### src/rtl/writeback_stage.sv
// writeback_stage: MEM/WB pipeline register with load extraction, destination/result select,
// a registered register-file write port and a retired-instruction counter.
module writeback_stage #(
   parameter int         COUNT_WIDTH = 32,
   parameter logic [4:0] LINK_REG    = 5'd31
) (
   input  logic                   clk,
   input  logic                   rst_n,
   input  logic                   in_valid,
   input  logic                   flush,
   input  logic                   in_reg_write,
   input  logic                   in_mem_to_reg,
   input  logic                   in_link,
   input  logic                   in_reg_dst,
   input  logic [4:0]             in_rt,
   input  logic [4:0]             in_rd,
   input  logic [31:0]            in_alu_result,
   input  logic [31:0]            in_mem_data,
   input  logic [31:0]            in_pc_plus4,
   input  logic [2:0]             in_load_type,
   output logic [4:0]             write_reg,
   output logic [31:0]            write_data,
   output logic                   regWrite,
   output logic                   wb_valid,
   output logic [COUNT_WIDTH-1:0] retire_count
);
   logic                   w_cap;
   logic [4:0]             w_dst;
   logic [1:0]             w_off;
   logic [15:0]            w_half;
   logic [7:0]             w_byte;
   logic [31:0]            w_load;
   logic [31:0]            w_data;
   logic [4:0]             r_reg;
   logic [31:0]            r_data;
   logic                   r_we;
   logic                   r_valid;
   logic [COUNT_WIDTH-1:0] r_cnt;

   always_comb begin
      w_cap  = in_valid & ~flush;
      w_dst  = in_link ? LINK_REG : in_reg_dst ? in_rd : in_rt;
      w_off  = in_alu_result[1:0];
      // big-endian lanes: offset 0 selects the most significant byte/half
      w_half = w_off[1] ? in_mem_data[15:0] : in_mem_data[31:16];
      w_byte = w_off == 2'd0 ? in_mem_data[31:24] :
               w_off == 2'd1 ? in_mem_data[23:16] :
               w_off == 2'd2 ? in_mem_data[15:8]  : in_mem_data[7:0];
      w_load = in_load_type == 3'd1 ? {{16{w_half[15]}}, w_half} :
               in_load_type == 3'd2 ? {16'b0, w_half} :
               in_load_type == 3'd3 ? {{24{w_byte[7]}}, w_byte} :
               in_load_type == 3'd4 ? {24'b0, w_byte} : in_mem_data;
      w_data = in_link ? in_pc_plus4 : in_mem_to_reg ? w_load : in_alu_result;
   end

   always_ff @(posedge clk or negedge rst_n) begin
      if (!rst_n) begin
         r_reg   <= '0;
         r_data  <= '0;
         r_we    <= 1'b0;
         r_valid <= 1'b0;
         r_cnt   <= '0;
      end else begin
         r_valid <= w_cap;
         r_reg   <= w_cap ? w_dst : 5'd0;
         r_data  <= w_cap ? w_data : 32'd0;
         r_we    <= w_cap & in_reg_write & (w_dst != 5'd0);
         if (w_cap)
            r_cnt <= r_cnt + COUNT_WIDTH'(1);
      end
   end

   assign write_reg    = r_reg;
   assign write_data   = r_data;
   assign regWrite     = r_we;
   assign wb_valid     = r_valid;
   assign retire_count = r_cnt;
endmodule

### config.mk
export PLATFORM = sky130hd
export DESIGN_NAME = writeback_stage
export DESIGN_NICKNAME = d
export VERILOG_FILES = /design/src/rtl/writeback_stage.sv
export SDC_FILE = /design/constraint.sdc
export NUM_CORES = 1
export LEC_CHECK = 0
export ABC_AREA = 0
export ABC_CLOCK_PERIOD_IN_PS = 2300
export CAP_MARGIN = 20
export CORE_MARGIN = 2
export CORE_UTILIZATION = 39
export CTS_BUF_LIST = sky130_fd_sc_hd__clkbuf_8
export DETAILED_ROUTE_END_ITERATION = 8
export HOLD_SLACK_MARGIN = 0.05
export PLACE_DENSITY_LB_ADDON = 0.08
export SETUP_SLACK_MARGIN = 0.3
export SLEW_MARGIN = 25
export SYNTH_ARGS = -nofsm -noshare
export SYNTH_HDL_FRONTEND = slang
export SYNTH_SLANG_ARGS = --single-unit
### constraint.sdc
create_clock -name clk -period 2.3 [get_ports clk]
set_clock_uncertainty 0.1 [all_clocks]
set_input_delay 0.23 -clock clk [delete_from_list [all_inputs] [get_ports clk]]
set_output_delay 0.23 -clock clk [all_outputs]
set_load 0.03 [all_outputs]
Word-level counts from Yosys, hierarchy flattened
Index checks and enable logic that the tools add are counted.

word-level totals
  flip-flop bits (word level) = 71
  input port bits = 117
  output and inout port bits = 71
  logic and storage cells = 32

cells by class
  add/sub/neg operators = 1
  equality and inequality tests = 6
  muxes and demuxes = 14
  bitwise gates (word level) = 4
  reductions and logical operators = 2

operators by type and width
  cell                                                  number
  two-way mux 32 bit                                    7
  adder 32 x 1 -> 32 bit (second input constant)        1
  two-way mux 8 bit                                     3
  two-way mux 16 bit                                    1
  two-way mux 5 bit                                     3
  equality test 3 x 2 -> 1 bit (second input constant)  2
  nonzero test 5 bit                                    1
  bitwise AND 1 bit                                     3
  equality test 3 x 1 -> 1 bit (second input constant)  1
  equality test 3 bit (second input constant)           1
  equality test 2 x 1 -> 1 bit (second input constant)  1
  equality test 2 bit (second input constant)           1
  logical NOT 2 bit                                     1
  inverter 1 bit                                        1

Logic depth before layout (Yosys ltp)
Gate-level depths: netlist of run 1.

  depth in word-level cells = 11
  gate-level depth with buffers = 7

Worst setup path before layout of run 1
Ideal clock, no wire load.

  path type = register to register
  start = register r_cnt[3], in the netlist retire_count[3]
  end = register r_cnt[26], in the netlist retire_count[26]
  setup time = 0.136 ns
  arrival = 1.572 ns
  required time = 2.064 ns
  path slack = 0.493 ns
  cell stages (with the launch flop) = 7
  buffers on the path = 2
  clock period less this slack = 1.807 ns
  cells stage by stage = dfrtp_1 and4_1 and4b_1 buf_2 buf_4 nand4_1 xnor2_1

on the way
  longest elaborated chain between the ends = 1

ends and longest elaborated chain
  item                    RTL line  text
  start, declared         38        logic [COUNT_WIDTH-1:0] r_cnt;
  start signal, assigned  69        r_cnt <= r_cnt + COUNT_WIDTH'(1);
  adder 32 x 1 -> 32 bit  69

Every way passes these cells.
A chain may end at the register's enable or synchronous reset.

Worst setup path after layout of run 1
  start = input port in_load_type[0]
  end = register r_data[12], in the netlist write_data[12]

on the way
  longest elaborated chain between the ends = 8
  elaborated cells on any way between the ends = 11
  those cells by class = eq/ne: 4; mux: 7

ends and longest elaborated chain
  item                                  RTL line  text
  start, declared                       20        input logic [2:0] in_load_type,
  equality test 3 bit                   52        in_load_type == 3'd4 ? {24'b0, w_byte} : in_mem_data;
  two-way mux 32 bit                    52
  two-way mux 32 bit                    51        in_load_type == 3'd3 ? {{24{w_byte[7]}}, w_byte} :
  two-way mux 32 bit                    50        in_load_type == 3'd2 ? {16'b0, w_half} :
  two-way mux 32 bit (*)                49        w_load = in_load_type == 3'd1 ? {{16{w_half[15]}}, w_half} :
  two-way mux 32 bit (*) (2 in series)  53        w_data = in_link ? in_pc_plus4 : in_mem_to_reg ? w_load : in_alu_result;
  two-way mux 32 bit (*)                66        r_data <= w_cap ? w_data : 32'd0;
  end signal, assigned                  66
  end, declared                         35        logic [31:0] r_data;

Mark *: on every way between the ends. The rest lies on a longest branch, timed or not.

==> results.md, run 1 <==
| Metric | Value |
|:---|:---|
| Total of fill cells in the finished design | 931 |
| Worst IR Drop VDD | 371.3 uV |
| Multi-input combinational cell area | 2303 um^2 |
| Residual overflow from global routing | 0 |
| Violation count after the first detailed-routing iteration | 330 |
| Mapped Area | 4315 um^2 |
| Part of the total power dissipated in sequential elements | 0.391 |
| Final #Nets | 747 |
| Clock share of power | 0.318 |
| Cell at the slowest stage of the critical path | clkdlybuf4s50_1 |
| DP HPWL | 10,550 um |
| Largest delay contributor family on the critical path | buffers and inverters |
| Final worst slack | 383.7 ps |
| Area of the die | 11,920 um^2 |
| Clock period minus final worst setup slack | 1916 ps |
| Number of max-slew violations in the final report | 0 |
| Worst slew margin relative to its limit | 0.6530 |
| Run status | completed |
| Synthesized netlist net count | 557 |
| Primary FF master, synth | dfrtp_1 |
| First-pass GRT wire length | 21,770 um |
| Area of all placed cells without fillers | 6620 um^2 |
| CTS root buffer | clkbuf_8 |
| Total power per unit cell area | 543.5 nW/um^2 |
| Register clock-pin slew on the reported worst setup and hold paths | 70 ps |
| Detailed-routing iteration count for the pre-antenna-repair pass | 4 |
| Endpoints failing hold | 0 |
| Via count of the routed design | 4,240 |
| Routed wire per std cell | 17.79 um |
| Buffers on Ports | 187 |
| Post-detailed-route DRC marker count | 0 |
| Layout overhead on the synthesized area | 53.41% |
| Slowest Stage Delay on Critical Path | 650 ps |
| TNS Setup | 0 ps |
| Highest net fanout along the worst path | 9 |
| Clock tree from TritonCTS | done |
| Bufs and invs on worst path | 1 |
| Maximum count of clock buffers along a single path | 2 |
| FFs w/ async S/R, synth | 1.000 |
| Power Internal | 2.550 mW |
| Post-synthesis register bit count | 71 |
| Clock insertion delay at the later pin of the skew report | 340 ps |
| Level count of the clock H-tree | 3 |
| Min-Delay Path Class | input port to async pin |
| EDFF count, synth | 0 |
| Final Wtd Congestion | 0.8613 |
| MaxCap Viol Count | 0 |
| Core Region | 10,840 um^2 |
| Number of global-route vias before repair | 4,271 |
| Diode count | 0 |
| Number of buffers created by CTS | 9 |
| Global-route usage over all layers | 0.2372 |
| Post-synth cell types | 60 |
| Pin count of the biggest net entering global routing | 43 |
| Unrepaired setup endpoints after global routing | no |
| Overall Power | 3.598 mW |
| Initial cell density of the core | 0.3981 |
| Critical path launch point type | input port |
| Number of antenna violations at the first check in global routing | 0 |
| Type of element capturing the critical path | register |
| I/O pin count | 188 |
| Worst setup timing slack at the placement stage | -10.64 ps |
| Hold slack final | 304.1 ps |
| Critical path type | input port to register |
| Flip-flop and latch area | 1777 um^2 |
| Number of clock sinks | 71 |
| Critical Path RT | 2420 ps |
| Peak Freq | 521.8 MHz |
| Final period util | 0.8332 |
| Post-detailed-placement cell area | 6381 um^2 |
| Net Sw Frac | 0.2912 |
| Worst path arrival time | 2030 ps |
| DRT antenna net count | 0 |
| Yosys Warn Count | 0 |
| Seq/Total Area, Yosys | 0.4117 |
| Average cell area after synthesis | 9.830 um^2 |
| Number of cell rows | 38 |
| Proportion of layout cells with a drive suffix above 1 | 0.1422 |
| Final setup fails | 0 |
| Leak pwr | 2.701 nW |
| Post-DR vias/cell | 5.485 |
| Die extent in y | 109.2 um |
| Power spent charging and discharging nets | 1.048 mW |
| Part of the total power dissipated in combinational logic | 0.291 |
| Mapped Cells | 439 |
| Final wirelength | 13,750 um |
| Pin slew with the least headroom to its limit | 520.5 ps |
| Die Span X | 109.2 um |
| Chain of cells forming the critical path | clkdlybuf4s50_1 > or3b_4 > a22o_4 > a221oi_2 > o21ai_1 |
-- synthesized netlist by cell type, types with 5 or more instances --
master | n | share of area
nand4_1 | 13 | 0.019
a21oi_1 | 24 | 0.028
buf_2 | 7 | 0.0081
and3_1 | 6 | 0.0087
buf_4 | 5 | 0.0087
or2_2 | 8 | 0.012
nor2b_1 | 6 | 0.0087
nor3_1 | 5 | 0.0058
o21ai_1 | 15 | 0.017
nor2_1 | 13 | 0.011
nand2_1 | 32 | 0.028
a221oi_1 | 13 | 0.026
clkbuf_1 | 18 | 0.016
inv_1 | 20 | 0.017
a211oi_1 | 5 | 0.0087
a221oi_2 | 10 | 0.035
and4_1 | 6 | 0.012
mux2_2 | 11 | 0.029
o21ai_0 | 20 | 0.023
dfrtp_1 | 71 | 0.41
xnor2_1 | 29 | 0.059
nand3_1 | 11 | 0.013
o22ai_1 | 8 | 0.012
nor3b_1 | 16 | 0.028
-- what timing repair did --
item,in CTS,in global routing
hold buffers,1,0
setup buffers,0,0
endpoints found under the setup margin,0,5
hold endpoints to repair,40,0
gates resized for setup,0,1
-- through the flow --
stage / utilization / cells
after global routing: 0.6107 / 773
after global placement: 0.5886 / 757
after CTS: 0.6105 / 773
after detailed placement: 0.5886 / 757
after floorplan: - / 439
final: 0.6107 / 773
-- area by class of cell --
cell class | count | area share
clock buffer | 9 | 0.01871
clock inverter | 6 | 0.01550
inverter | 21 | 0.01191
multi-input combinational | 314 | 0.3479
sequential | 71 | 0.2684
tap | 140 | 0.02646
timing repair buffer | 212 | 0.3111
-- power by group through the flow --
stage | logic, mW | clock network, mW | registers (mW)
floorplan | 0.348 | 0 | 1.59
global placement | 1.03 | 0 | 1.43
detailed placement | 1.04 | 0 | 1.43
CTS | 1.05 | 1.18 | 1.41
global route | 1.12 | 1.24 | 1.42
finish | 1.05 | 1.15 | 1.41
-- cell usage in the layout (no fill, tap or decap), types with 11 or more instances in the layout --
cell type / count
a21oi_1: 24
a221oi_1: 13
buf_4: 25
clkdlybuf4s50_1: 186
dfrtp_1: 71
inv_1: 22
mux2_2: 11
nand2_1: 32
nand3_1: 11
nand4_1: 13
nor2_1: 13
nor3b_1: 16
o21ai_0: 20
o21ai_1: 15
xnor2_1: 29
-- logic make-up (layout without fill, tap and decap cells) --
logic type                 count (synthesis)  in the layout  synth area share
DFF                                       71             71            0.4117
adders and majority gates                  1              1          0.002899
AOI/OAI and AO/OA                        126            126            0.2201
xor gates and xnor gates                  32             32           0.06669
muxes                                     19             19           0.05886
and+or+nand+nor                          136            136            0.1847
buffers and inverters                     54            248           0.05509
-- routing by layer --
metal	vias up	global-route usage	wire length, um
met5	-	0	0
met4	0	0.06239	195
met3	16	0.04842	863
met2	146	0.4059	7030
met1	2077	0.3058	5660
li1	2001	-	-
-- worst paths after layout --
path | depth (start not counted) | endpoint | start | slack [ps]
worst max-delay path | 5 | write_data[12] | in_load_type[0] | 380
worst min-delay path | 2 | retire_count[4] | rst_n | 300
worst max register to register | 4 | retire_count[27] | retire_count[15] | 580
worst min register to register | 1 | retire_count[31] | retire_count[31] | 380
max in group asynchronous | 3 | write_data[14] | rst_n | 1160
min in group clk | 3 | regWrite | in_reg_write | 320
No activity file was read; power rests on OpenSTA's default activity.
==> run 2, diff against run 1 <==
--- a/config.mk
+++ b/config.mk
@@ -6,7 +6,7 @@
 export NUM_CORES = 1
 export LEC_CHECK = 0
 export ABC_AREA = 0
-export ABC_CLOCK_PERIOD_IN_PS = 2300
+export ABC_CLOCK_PERIOD_IN_PS = 1850
 export CAP_MARGIN = 20
 export CORE_MARGIN = 2
 export CORE_UTILIZATION = 39
==> constraint.sdc (replaced) <==
create_clock -name clk -period 1.85 [get_ports clk]
set_clock_uncertainty 0.1 [all_clocks]
set_input_delay 0.185 -clock clk [delete_from_list [all_inputs] [get_ports clk]]
set_output_delay 0.185 -clock clk [all_outputs]
set_load 0.03 [all_outputs]
==> results.md, run 2 (synthesis gave the netlist of run 1 again) <==
| Metric | Value |
|:---|:---|
| Run status | completed |
| Highest-count cells in the layout ignoring fill and taps | clkdlybuf4s50_1, dlygate4sd2_1, dfrtp_1 |
| Pin slew with the least headroom to its limit | 442.1 ps |
| Peak Freq | 644.8 MHz |
| Violation count after the first detailed-routing iteration | 203 |
| Worst path arrival time | 1680 ps |
| First-pass GRT wire length | 22,250 um |
| Part of the total power dissipated in combinational logic | 0.308 |
| Pin count of the biggest net entering global routing | 41 |
| Critical path type | input port to register |
| Register clock-pin slew on the reported worst setup and hold paths | 80 ps |
| Global-route usage over all layers | 0.2425 |
| Area of all placed cells without fillers | 6902 um^2 |
| Clock share of power | 0.311 |
| DP HPWL | 10,870 um |
| Number of global-route vias before repair | 4,439 |
| Flip-flop and latch area | 1795 um^2 |
| Initial cell density of the core | 0.3981 |
| CTS root buffer | clkbuf_8 |
| Clock insertion delay at the later pin of the skew report | 350 ps |
| Unrepaired setup endpoints after global routing | yes |
| Detailed-routing iteration count for the pre-antenna-repair pass | 4 |
| Minimum setup slack among reg-to-reg paths | 310 ps |
| Worst-case reg-to-reg path depth | 5 |
| Number of buffers created by CTS | 9 |
| Number of cells on the worst hold path | 3 |
| Worst slew margin relative to its limit | 0.7053 |
| Final period util | 0.8383 |
| Level count of the clock H-tree | 3 |
| DRT antenna net count | 0 |
| Hold path startpoint | in_mem_to_reg |
| Terminus of the critical flop-to-flop path | retire_count[25] |
| Post-DR vias/cell | 5.394 |
| Number of clock sinks | 71 |
| I/O pin count | 188 |
| R2R Path Start | retire_count[5] |
| Via count of the routed design | 4,358 |
| Power Internal | 3.168 mW |
| Endpoint, Worst Hold | write_data[7] |
| Diode count | 0 |
| Min-Delay Path Class | input port to register |
| Critical path launch point type | input port |
| Total power per unit cell area | 665.6 nW/um^2 |
| Routed wire per std cell | 17.54 um |
| Most frequent standard cell in the layout excluding fill and tap cells | clkdlybuf4s50_1 |
| Final wirelength | 14,170 um |
| Number of max-slew violations in the final report | 0 |
| Leak pwr | 3.162 nW |
| Maximum count of clock buffers along a single path | 2 |
| Post-detailed-placement cell area | 6613 um^2 |
| Post-placement cell count | 777 |
| Multi-input combinational cell area | 2344 um^2 |
| Final #Nets | 781 |
| Highest net fanout along the worst path | 8 |
| Final setup fails | 0 |
| Type of element capturing the critical path | register |
| TNS Setup | 0 ps |
| Layout overhead on the synthesized area | 59.93% |
| MaxCap Viol Count | 0 |
| Number of cell rows | 38 |
| Power spent charging and discharging nets | 1.426 mW |
| Core Region | 10,840 um^2 |
| Die extent in y | 109.2 um |
| Final Wtd Congestion | 0.8774 |
| Buffers on Ports | 187 |
| Total of fill cells in the finished design | 912 |
| Worst IR Drop VDD | 465.0 uV |
| Endpoints failing hold | 0 |
| Part of the total power dissipated in sequential elements | 0.381 |
| Clock tree from TritonCTS | done |
| Die Span X | 109.2 um |
| Post-detailed-route DRC marker count | 0 |
| Overall Power | 4.594 mW |
| Residual overflow from global routing | 0 |
| Net Sw Frac | 0.3104 |
| Critical Path RT | 1980 ps |
| Proportion of layout cells with a drive suffix above 1 | 0.2260 |
| Number of antenna violations at the first check in global routing | 0 |
| Area of the die | 11,920 um^2 |
| Clock period minus final worst setup slack | 1551 ps |
| Number of non-filler instances in the completed layout | 808 |
## run 2: cell count changes in the layout (fill, tap and decap cells not counted), sizes merged
cell / previous run / this run
buf: 25 / 59
dlygate4sd2: 0 / 75
clkbuf: 9 / 13
dlymetal6s2s: 0 / 1
inv: 23 / 22
clkdlybuf4s15: 0 / 2
bufinv: 3 / 2
clkinvlp: 0 / 2
clkdlybuf4s50: 186 / 105
## run 2: what timing repair did
item                                    CTS  global route
resized for setup                        88            18
hold endpoints to repair                 31             0
gates cloned                              0             1
hold buffers                              1             0
pin swaps                                 3             9
endpoints found under the setup margin  121            35
buffers inserted                          2            11
## run 2: metrics by stage
stage / hold slack [ps] / setup slack, ps / util
after global routing: 197.9 / 246.4 / 0.6367
after CTS: 216.2 / 288.7 / 0.6267
after floorplan: -210.6 / 220.8 / -
after global placement: 58.40 / -275.5 / 0.6100
final: 194.1 / 299.2 / 0.6367
after detailed placement: 61.86 / -354.4 / 0.6100
## run 2: final cells by class
cell class,instances,share of cell area
well taps,140,0.02538
multi-input cells,314,0.3396
repair buffers,246,0.3301
clock inverters,6,0.01342
flip-flops and latches,71,0.2602
clock buffers,10,0.01994
inverters,21,0.01142
## run 2: power by group through the flow
stage / Sequential (mW) / Clock, mW / Combinational, mW
6_report: 1.75 / 1.43 / 1.41
5_1_grt: 1.77 / 1.53 / 1.51
4_1_cts: 1.76 / 1.46 / 1.31
3_5_place_dp: 1.79 / 0 / 1.35
3_3_place_gp: 1.79 / 0 / 1.33
2_1_floorplan: 1.99 / 0 / 0.433
## run 2: worst max-delay path by stage
stage	from	to	slack, ps
after floorplan	retire_count[8]	retire_count[31]	220
after global placement	in_alu_result[0]	write_data[13]	-280
after detailed placement	in_alu_result[0]	write_data[13]	-350
after CTS	retire_count[22]	retire_count[22]	290
after global routing	retire_count[5]	retire_count[20]	250
final	in_mem_data[31]	write_data[13]	300
## run 2: metal layers
metal,GRT usage,vias up,part of all wire
li1,-,2075,-
met3,0.04244,24,0.052
met4,0.08409,0,0.022
met1,0.3033,2113,0.42
met5,0,-,0
met2,0.4210,146,0.51
## run 2: worst max-delay path, cell delays in order
cell	delay, ps
dlygate4sd2_1	260
mux4_2	520
a22o_4	340
a221oi_2	290
o21ai_1	90
==> run 3, diff against run 2 <==
--- a/config.mk
+++ b/config.mk
@@ -6,7 +6,7 @@
 export NUM_CORES = 1
 export LEC_CHECK = 0
 export ABC_AREA = 0
-export ABC_CLOCK_PERIOD_IN_PS = 1850
+export ABC_CLOCK_PERIOD_IN_PS = 1250
 export CAP_MARGIN = 20
 export CORE_MARGIN = 2
 export CORE_UTILIZATION = 39
==> constraint.sdc (replaced) <==
create_clock -name clk -period 1.25 [get_ports clk]
set_clock_uncertainty 0.1 [all_clocks]
set_input_delay 0.125 -clock clk [delete_from_list [all_inputs] [get_ports clk]]
set_output_delay 0.125 -clock clk [all_outputs]
set_load 0.03 [all_outputs]
==> results.md, run 3 (synthesis gave the netlist of run 1 again) <==
| Metric | Value |
|:---|:---|
| Buffers on Ports | 187 |
| Slowest Stage Delay on Critical Path | 410 ps |
| Critical path launch point type | register |
| Run status | finished, violations left |
| Proportion of layout cells with a drive suffix above 1 | 0.5117 |
| Type of element capturing the critical path | register |
| Clock insertion delay at the later pin of the skew report | 370 ps |
| Final wirelength | 18,120 um |
| Part of the total power dissipated in combinational logic | 0.404 |
| Met1 track utilization from global routing | 0.3290 |
| Number of cell rows | 38 |
| Number of non-filler instances in the completed layout | 911 |
| Area of the die | 11,920 um^2 |
| TNS Setup | -9280 ps |
| Worst path arrival time | 1880 ps |
| Failing checks | negative setup slack |
| Register clock-pin slew on the reported worst setup and hold paths | 90 ps |
| Number of max-slew violations in the final report | 0 |
| Post-detailed-route DRC marker count | 0 |
| Unrepaired setup endpoints after global routing | yes |
| Final core utilization | 0.7943 |
| Core Region | 10,840 um^2 |
| Maximum count of clock buffers along a single path | 2 |
| Post-DR vias/cell | 5.543 |
| Peak Freq | 586.8 MHz |
| Highest net fanout along the worst path | 10 |
| Pin count of the biggest net entering global routing | 39 |
| CTS root buffer | clkbuf_8 |
| Final #Nets | 883 |
| Critical Path RT | 1430 ps |
| Global-route usage over all layers | 0.2878 |
| Part of the total power dissipated in sequential elements | 0.329 |
| Endpoints failing hold | 0 |
| Leak pwr | 3.913 nW |
| Clock period minus final worst setup slack | 1704 ps |
| Number of global-route vias before repair | 5,241 |
| Layout overhead on the synthesized area | 99.54% |
| Worst IR Drop VDD | 877.1 uV |
| Total power per unit cell area | 920.8 nW/um^2 |
| DP HPWL | 11,330 um |
| Die Span X | 109.2 um |
| Most repeated library cell on the critical path | and4_1 |
| Worst slew margin relative to its limit | 0.7120 |
| MaxCap Viol Count | 0 |
| Highest-count cells in the layout ignoring fill and taps | buf_6, buf_4, clkdlybuf4s50_1 |
| Min-Delay Path Class | input port to async pin |
| I/O pin count | 188 |
| Cell at the slowest stage of the critical path | dfrtp_2 |
| Final Wtd Congestion | 0.8698 |
| Violation count after the first detailed-routing iteration | 288 |
| Worst setup timing slack at the placement stage | -832.2 ps |
| Die extent in y | 109.2 um |
| Met3 Usage GRT | 0.05140 |
| Critical path type | register to register |
| Minimum setup slack among reg-to-reg paths | -450 ps |
| Number of antenna violations at the first check in global routing | 1 |
| R2R Path Start | retire_count[16] |
| Hold slack final | 86.64 ps |
| Number of clock sinks | 71 |
| Chain of cells forming the critical path | and4_1 > and4_1 > buf_4 > nand4_1 > xnor2_1 |
| Final period util | 1.363 |
| Clock tree from TritonCTS | done |
| Most frequent standard cell in the layout excluding fill and tap cells | buf_6 |
| First-pass GRT wire length | 26,030 um |
| Post-placement cell count | 835 |
| Routed wire per std cell | 19.89 um |
| Via count of the routed design | 5,050 |
| Final setup fails | 68 |
| Residual overflow from global routing | 0 |
| Initial cell density of the core | 0.3981 |
| Detailed-routing iteration count for the pre-antenna-repair pass | 6 |
| DRT antenna net count | 0 |
| Pin slew with the least headroom to its limit | 432.0 ps |
| Clock share of power | 0.267 |
| Global routing usage on met2 | 0.5217 |
| Final worst slack | -454.2 ps |
| Level count of the clock H-tree | 3 |
| Power spent charging and discharging nets | 2.574 mW |
| Busiest layer in global routing | met2 |
| Terminus of the critical flop-to-flop path | retire_count[23] |
| Net Sw Frac | 0.3246 |
| Number of buffers created by CTS | 9 |
| Worst-case reg-to-reg path depth | 5 |
| Power Internal | 5.355 mW |
==> run 3: cell count changes in the layout (fill, tap and decap cells not counted), moves of 6 or more <==
cell	delta
buf_12	+7
buf_4	+46
buf_6	+119
clkdlybuf4s50_1	-27
dlygate4sd2_1	-53
nand3_1	-6
nor3b_1	-6
o21ai_0	-6
o21ai_1	-6
o21ai_2	+12
==> run 3: power groups by stage <==
stage | logic [mW] | registers, mW | clock network (mW)
floorplan | 0.722 | 2.97 | 0
global placement | 2.28 | 2.60 | 0
detailed placement | 2.32 | 2.61 | 0
CTS | 2.79 | 2.59 | 2.11
global route | 3.37 | 2.62 | 2.24
finish | 3.20 | 2.61 | 2.12
==> run 3: worst max path at each step <==
stage	startpoint	cells past startpoint	end
2_1_floorplan	retire_count[8]	6	retire_count[31]
3_3_place_gp	in_alu_result[0]	5	write_data[14]
3_5_place_dp	in_alu_result[0]	5	write_data[12]
4_1_cts	retire_count[11]	5	retire_count[20]
5_1_grt	retire_count[16]	5	retire_count[23]
6_report	retire_count[16]	5	retire_count[23]
==> run 3: through the flow <==
stage	power (mW)	cell area [um^2]
2_1_floorplan	3.690	4518
3_3_place_gp	4.882	7078
3_5_place_dp	4.930	7078
4_1_cts	7.484	8263
5_1_grt	8.230	8611
6_report	7.929	8611
==> run 3: final cells by class <==
type	instances	area [um^2]
repair buffers	347	3535
flip-flops and latches	71	1795
clock inverters	7	96.34
fillers	674	2230
multi-input cells	315	2804
diodes	1	2.502
well taps	140	175.2
clock buffers	9	123.9
inverters	21	78.83
==> run 3: what timing repair did <==
| action | in CTS | in global routing |
|---|---|---|
| gates resized for setup | 389 | 47 |
| pin swaps | 53 | 26 |
| endpoints found under the setup margin | 141 | 136 |
| buffers inserted | 35 | 17 |
| hold buffers | 1 | 0 |
| hold endpoints to repair | 71 | 0 |
| gates cloned | 6 | 0 |
==> run 3: routing by layer <==
layer  vias up  routed length [um]
met5         -                   0
met4         0                 669
met1      2491                6738
met3        51                1044
li1       2284                   -
met2       224                9672
==> run 3: worst max-delay path, delay by kind of cell, from the launching register on <==
family	cells	cell delay, ps
simple gates	3	700
buf+inv	1	190
xor+xnor	1	210
flops	1	410
==> RTL edit 1 (flow settings as in run 3) <==
Set the parameter `COUNT_WIDTH` to 28 (it was 32).
--- a/src/rtl/writeback_stage.sv
+++ b/src/rtl/writeback_stage.sv
@@ -2,5 +2,5 @@
 // a registered register-file write port and a retired-instruction counter.
 module writeback_stage #(
-   parameter int         COUNT_WIDTH = 32,
+   parameter int         COUNT_WIDTH = 28,
    parameter logic [4:0] LINK_REG    = 5'd31
 ) (
Ports: changed (resized retire_count); port bits go from 188 to 184. No check against the original RTL was run, so the function may have changed too.
==> RTL edit 1 against run 3 <==
- largest power group unchanged
- the flow still finishes with violations (setup timing)
- sequential cell count shrank 4
- design area increased by 5.0%
- synthesized area decreased by 5.1%
- die area fell by 4.9%
- utilization grew 8.5 points
- sequential share of layout area decreased by 2.0 points
- highest routed layer unchanged
- power up 2.1%
- count of clock-buffer cells in the layout is 1 higher
- routed wire length up 27%
- worst setup slack got worse by 0.11 ns
==> RTL edit 1: results (changes against run 3) <==
Run status
  – Status: complete, but fails checks
  – Failing checks: setup timing

CTS
  – Worst-path clk slew: 0.09 ns (about the same)
  – Number of buffers created by CTS: 9 (unchanged)
  – # H-tree levels: 3 (unchanged)
  – Clk Latency, worst-skew pair: 0.36 ns
  – Max clock buf depth: 2 (unchanged)
  – Root Driver: clkbuf_8

Synth
  – Sequential fraction of the synthesis area: 40.93% (-0.24 points)
  – Yosys Warn Count: 0 (unchanged)
  – Synth cell types: 59 (-1.7%)
  – Synth top cells by count: dfrtp_1 (67), o21ai_0 (42), nand2_1 (22), mux2i_1 (21), a21oi_1 (18)
  – Synth top area cells: dfrtp_1 (41%), mux2i_1 (5.1%), o21ai_0 (5.1%)
  – Mapped Nets: 539 (-3.2%)
  – Cells after synthesis: 421 (-4.1%)
  – Async SR Flop Fraction: 100.0% (unchanged)

Timing
  – Setup total negative slack: -10.83 ns (-1.555 ns)
  – Worst-margin pin slew: 0.5588 ns (+0.1268 ns)
  – # setup viols final: 54 (-21%)
  – Worst Slack Setup Final: -0.5618 ns (-0.1076 ns)

Finish
  – Fillers: 437 (-35%)
  – Register area: 1705 um2 (-5.0%)
  – Finished Layout Cells: 919 (+0.88%)
  – Proportion of layout cells with a drive suffix above 1: 58.31% (+7.1 points)
  – Max reg flops: 32
  – Final Net Count: 895 (+1.4%)

Global routing
  – Overall routing resource usage: 34.24% (+5.5 points)
  – Antenna violations before repair: 1 (unchanged)
  – Vias in the first global route: 5460 (+4.2%)
  – First-pass GRT wire length: 29660 um (+14%)
  – Largest net degree at the start of global routing: 68 (+74%)

Placed design
  – Detailed placement HPWL: 12500 um (+10%)
  – Placed cell areas: 7171 um2 (+1.3%)
  – Placed Cells: 831 (-0.48%)
  – DP Worst Slack: -0.8438 ns (-0.01158 ns)
  – # port buffers: 183 (-2.1%)
  – Final Wtd Congestion: 0.9018 (+3.7%)

Detailed routing
  – Routed len/inst: 25.11 um (+26%)
  – Via count: 5564 (+10%)
  – Initial DRT Pass Iterations: 7 (+1)
  – 1st-iter DRT viols: 435 (+51%)

Worst hold path
  – HP Class: input pin to register

Critical path
  – RR Startpoint: retire_count[0]
  – R2r setup slk: -0.56 ns (-0.11 ns)
  – Reg2reg path depth: 6 (+1)
  – CP arrival: 1.98 ns (+0.10 ns)
  – CP Max Fanout: 4 (-6)
  – Crit path kind: register to register
  – FF-to-FF End: retire_count[16]
  – Worst Setup End Kind: register

Pwr
  – Leak: 4.148 nW (+6.0%)
  – Peak VDD IR: 593.4 uV (-32%)
## RTL edit 1: cell type report
class                      count  share of cell area (%)
timing repair buffer         377                   42.90
multi-input combinational    311                   33.63
sequential                    67                   18.87
tap                          136                   1.883
clock buffer                  10                   1.523
clock inverter                 6                  0.6369
inverter                      11                  0.5261
antenna                        1                 0.02769
## RTL edit 1: critical path, cell delays in order, from the launching register on
cell	delay (ns)
dfrtp_2	0.42
ha_4	0.14
nand4b_1	0.16
buf_4	0.20
nor3_4	0.23
nand3_1	0.22
xnor2_1	0.24
## RTL edit 1: worst min path at each step
stage                    startpoint                to  slack (ns)  cells after the start
finish              in_mem_data[31]    write_data[31]        0.07                      4
floorplan                     rst_n          regWrite       -0.27                      0
detailed placement            rst_n  retire_count[10]        0.08                      2
CTS                 in_mem_data[31]    write_data[31]        0.05                      4
global placement              rst_n   retire_count[8]        0.08                      2
global route        in_mem_data[23]    write_data[23]        0.08                      4
## RTL edit 1: per-layer routing
metal,track usage (%),vias to the layer above,share of wire [%]
met3,5.028,142,6.9
li1,-,2303,-
met1,38.72,2725,35
met4,18.18,0,8.2
met5,0,-,0
met2,62.00,394,50
## RTL edit 1: cell families after synthesis
logic type,share of synthesized area (%)
adder cells (fa/ha/maj),0.3054
XOR/XNOR,5.987
multiplexers,8.155
buffers and inverters,5.070
flip-flops,40.93
AND/OR/NAND/NOR,14.51
AO/OA/AOI/OAI,25.05
## RTL edit 1: where the power goes
part	internal [mW]	switching, mW
Clock	0.960	0.958
Sequential	2.36	0.178
Combinational	1.94	1.71
## RTL edit 1: repair_timing
action	CTS	global route
setup endpoints to repair	134	133
buffers inserted	38	25
cloned	6	1
hold buffers	1	0
resized for setup	382	67
hold endpoints to repair	67	0
pin swaps	78	51
==> RTL edit 2 (config.mk and constraints of run 3) <==
Made on the original files. The output `wb_valid` loses its register stage (`r_valid` becomes a continuous assignment).
--- a/src/rtl/writeback_stage.sv
+++ b/src/rtl/writeback_stage.sv
@@ -59,8 +59,6 @@
          r_data  <= '0;
          r_we    <= 1'b0;
-         r_valid <= 1'b0;
          r_cnt   <= '0;
       end else begin
-         r_valid <= w_cap;
          r_reg   <= w_cap ? w_dst : 5'd0;
          r_data  <= w_cap ? w_data : 32'd0;
@@ -71,4 +69,6 @@
    end
 
+   assign r_valid = w_cap;
+
    assign write_reg    = r_reg;
    assign write_data   = r_data;
Behaviour: not the same (a bounded check fails within 4 cycles, from zero or initial values and one cycle with rst_n low).
==> RTL edit 2 against run 3 <==
- the flow still finishes with violations (setup timing)
- routed wire length fell by 1.7%
- sequential cell count fell by 1
- power fell by 3.6%
- highest routed layer unchanged
- synthesized area fell by 0.58%
- design area rose by 1.4%
- first-iteration DRC count rose by 8.3%
- critical path type unchanged
- cell count fell by 0.22%
- largest cell class unchanged
- largest power group unchanged
- worst setup slack improved by 0.17 ns
==> RTL edit 2: results (changes against run 3) <==
Placed design
  – Detailed placement HPWL: 11350 um (+0.17%)
  – Final Wtd Congestion: 0.8841 (+1.6%)
  – Placed Cells: 832 (-0.36%)
  – DP Worst Slack: -0.8791 ns (-0.04685 ns)

Pwr
  – Internal power: 5.130 mW (-4.2%)
  – Seq pwr: 2.56 mW (-2%)
  – Comb power frac: 42.1% (+1.7 points)
  – Leak: 3.977 nW (+1.7%)

Worst hold path
  – HP Class: input pin to register

Detailed routing
  – Initial DRT Pass Iterations: 5 (-1)
  – 1st-iter DRT viols: 312 (+8.3%)

Global routing
  – Antenna violations before repair: 0 (-1)
  – First-pass GRT wire length: 25470 um (-2.1%)
  – Overall routing resource usage: 28.15% (-0.62 points)
  – Vias in the first global route: 5079 (-3.1%)
  – Largest net degree at the start of global routing: 38 (-2.6%)

Synth
  – Mux contribution to synthesized area: 5.920% (+0.034 points)
  – Sequential fraction of the synthesis area: 40.83% (-0.34 points)

Critical path
  – Setup crit start: retire_count[11]
  – CP arrival: 1.67 ns (-0.21 ns)
  – CP Max Fanout: 17 (+7)
  – FF-to-FF End: retire_count[24]
  – CP peak stage delay: 0.38 ns (-0.03 ns)

Timing
  – Worst Slack Setup Final: -0.2840 ns (+0.1702 ns)
  – Setup total negative slack: -7.881 ns (+1.398 ns)
  – Worst Hold Slack: 0.01156 ns (-0.07508 ns)
  – # setup viols final: 54 (-21%)
  – Slew margin rel.: 67.94% (-3.3 points)

Finish
  – Antenna cells: 0 (-1)

CTS
  – Clk Latency, worst-skew pair: 0.35 ns (-0.02 ns)

Run status
  – Status: complete, but fails checks
  – Failing checks: setup timing
==> RTL edit 2: changes by cell type after synthesis <==
cell     change
dfrtp_1      -1
==> RTL edit 2: timing repair <==
action                                  CTS  global route
pin swaps                                51            48
resized for setup                       409            71
buffers inserted                         32            22
gates cloned                              4             2
endpoints found under the setup margin  141           136
endpoints found under the hold margin    70             1
==> RTL edit 2: area by class of cell <==
class	count	area (um2)
clock buffers	10	137.6
clock inverters	6	55.05
fillers	679	2062
inverters	21	82.58
multi-input cells	315	2939
flip-flops and latches	70	1770
well taps	140	175.2
repair buffers	347	3571
==> RTL edit 2: per-layer routing <==
metal	track usage, %	part of all wire [%]	vias up
met4	11.63	2.4	0
met2	50.40	54	196
li1	-	-	2277
met3	5.081	4.9	40
met1	32.97	38	2500
met5	0	0	-
==> RTL edit 2: tightest hold or removal path, cell delays in order <==
cell and delay (ns):
dlymetal6s2s_1 0.12, a211oi_1 0.08, nor2_1 0.09
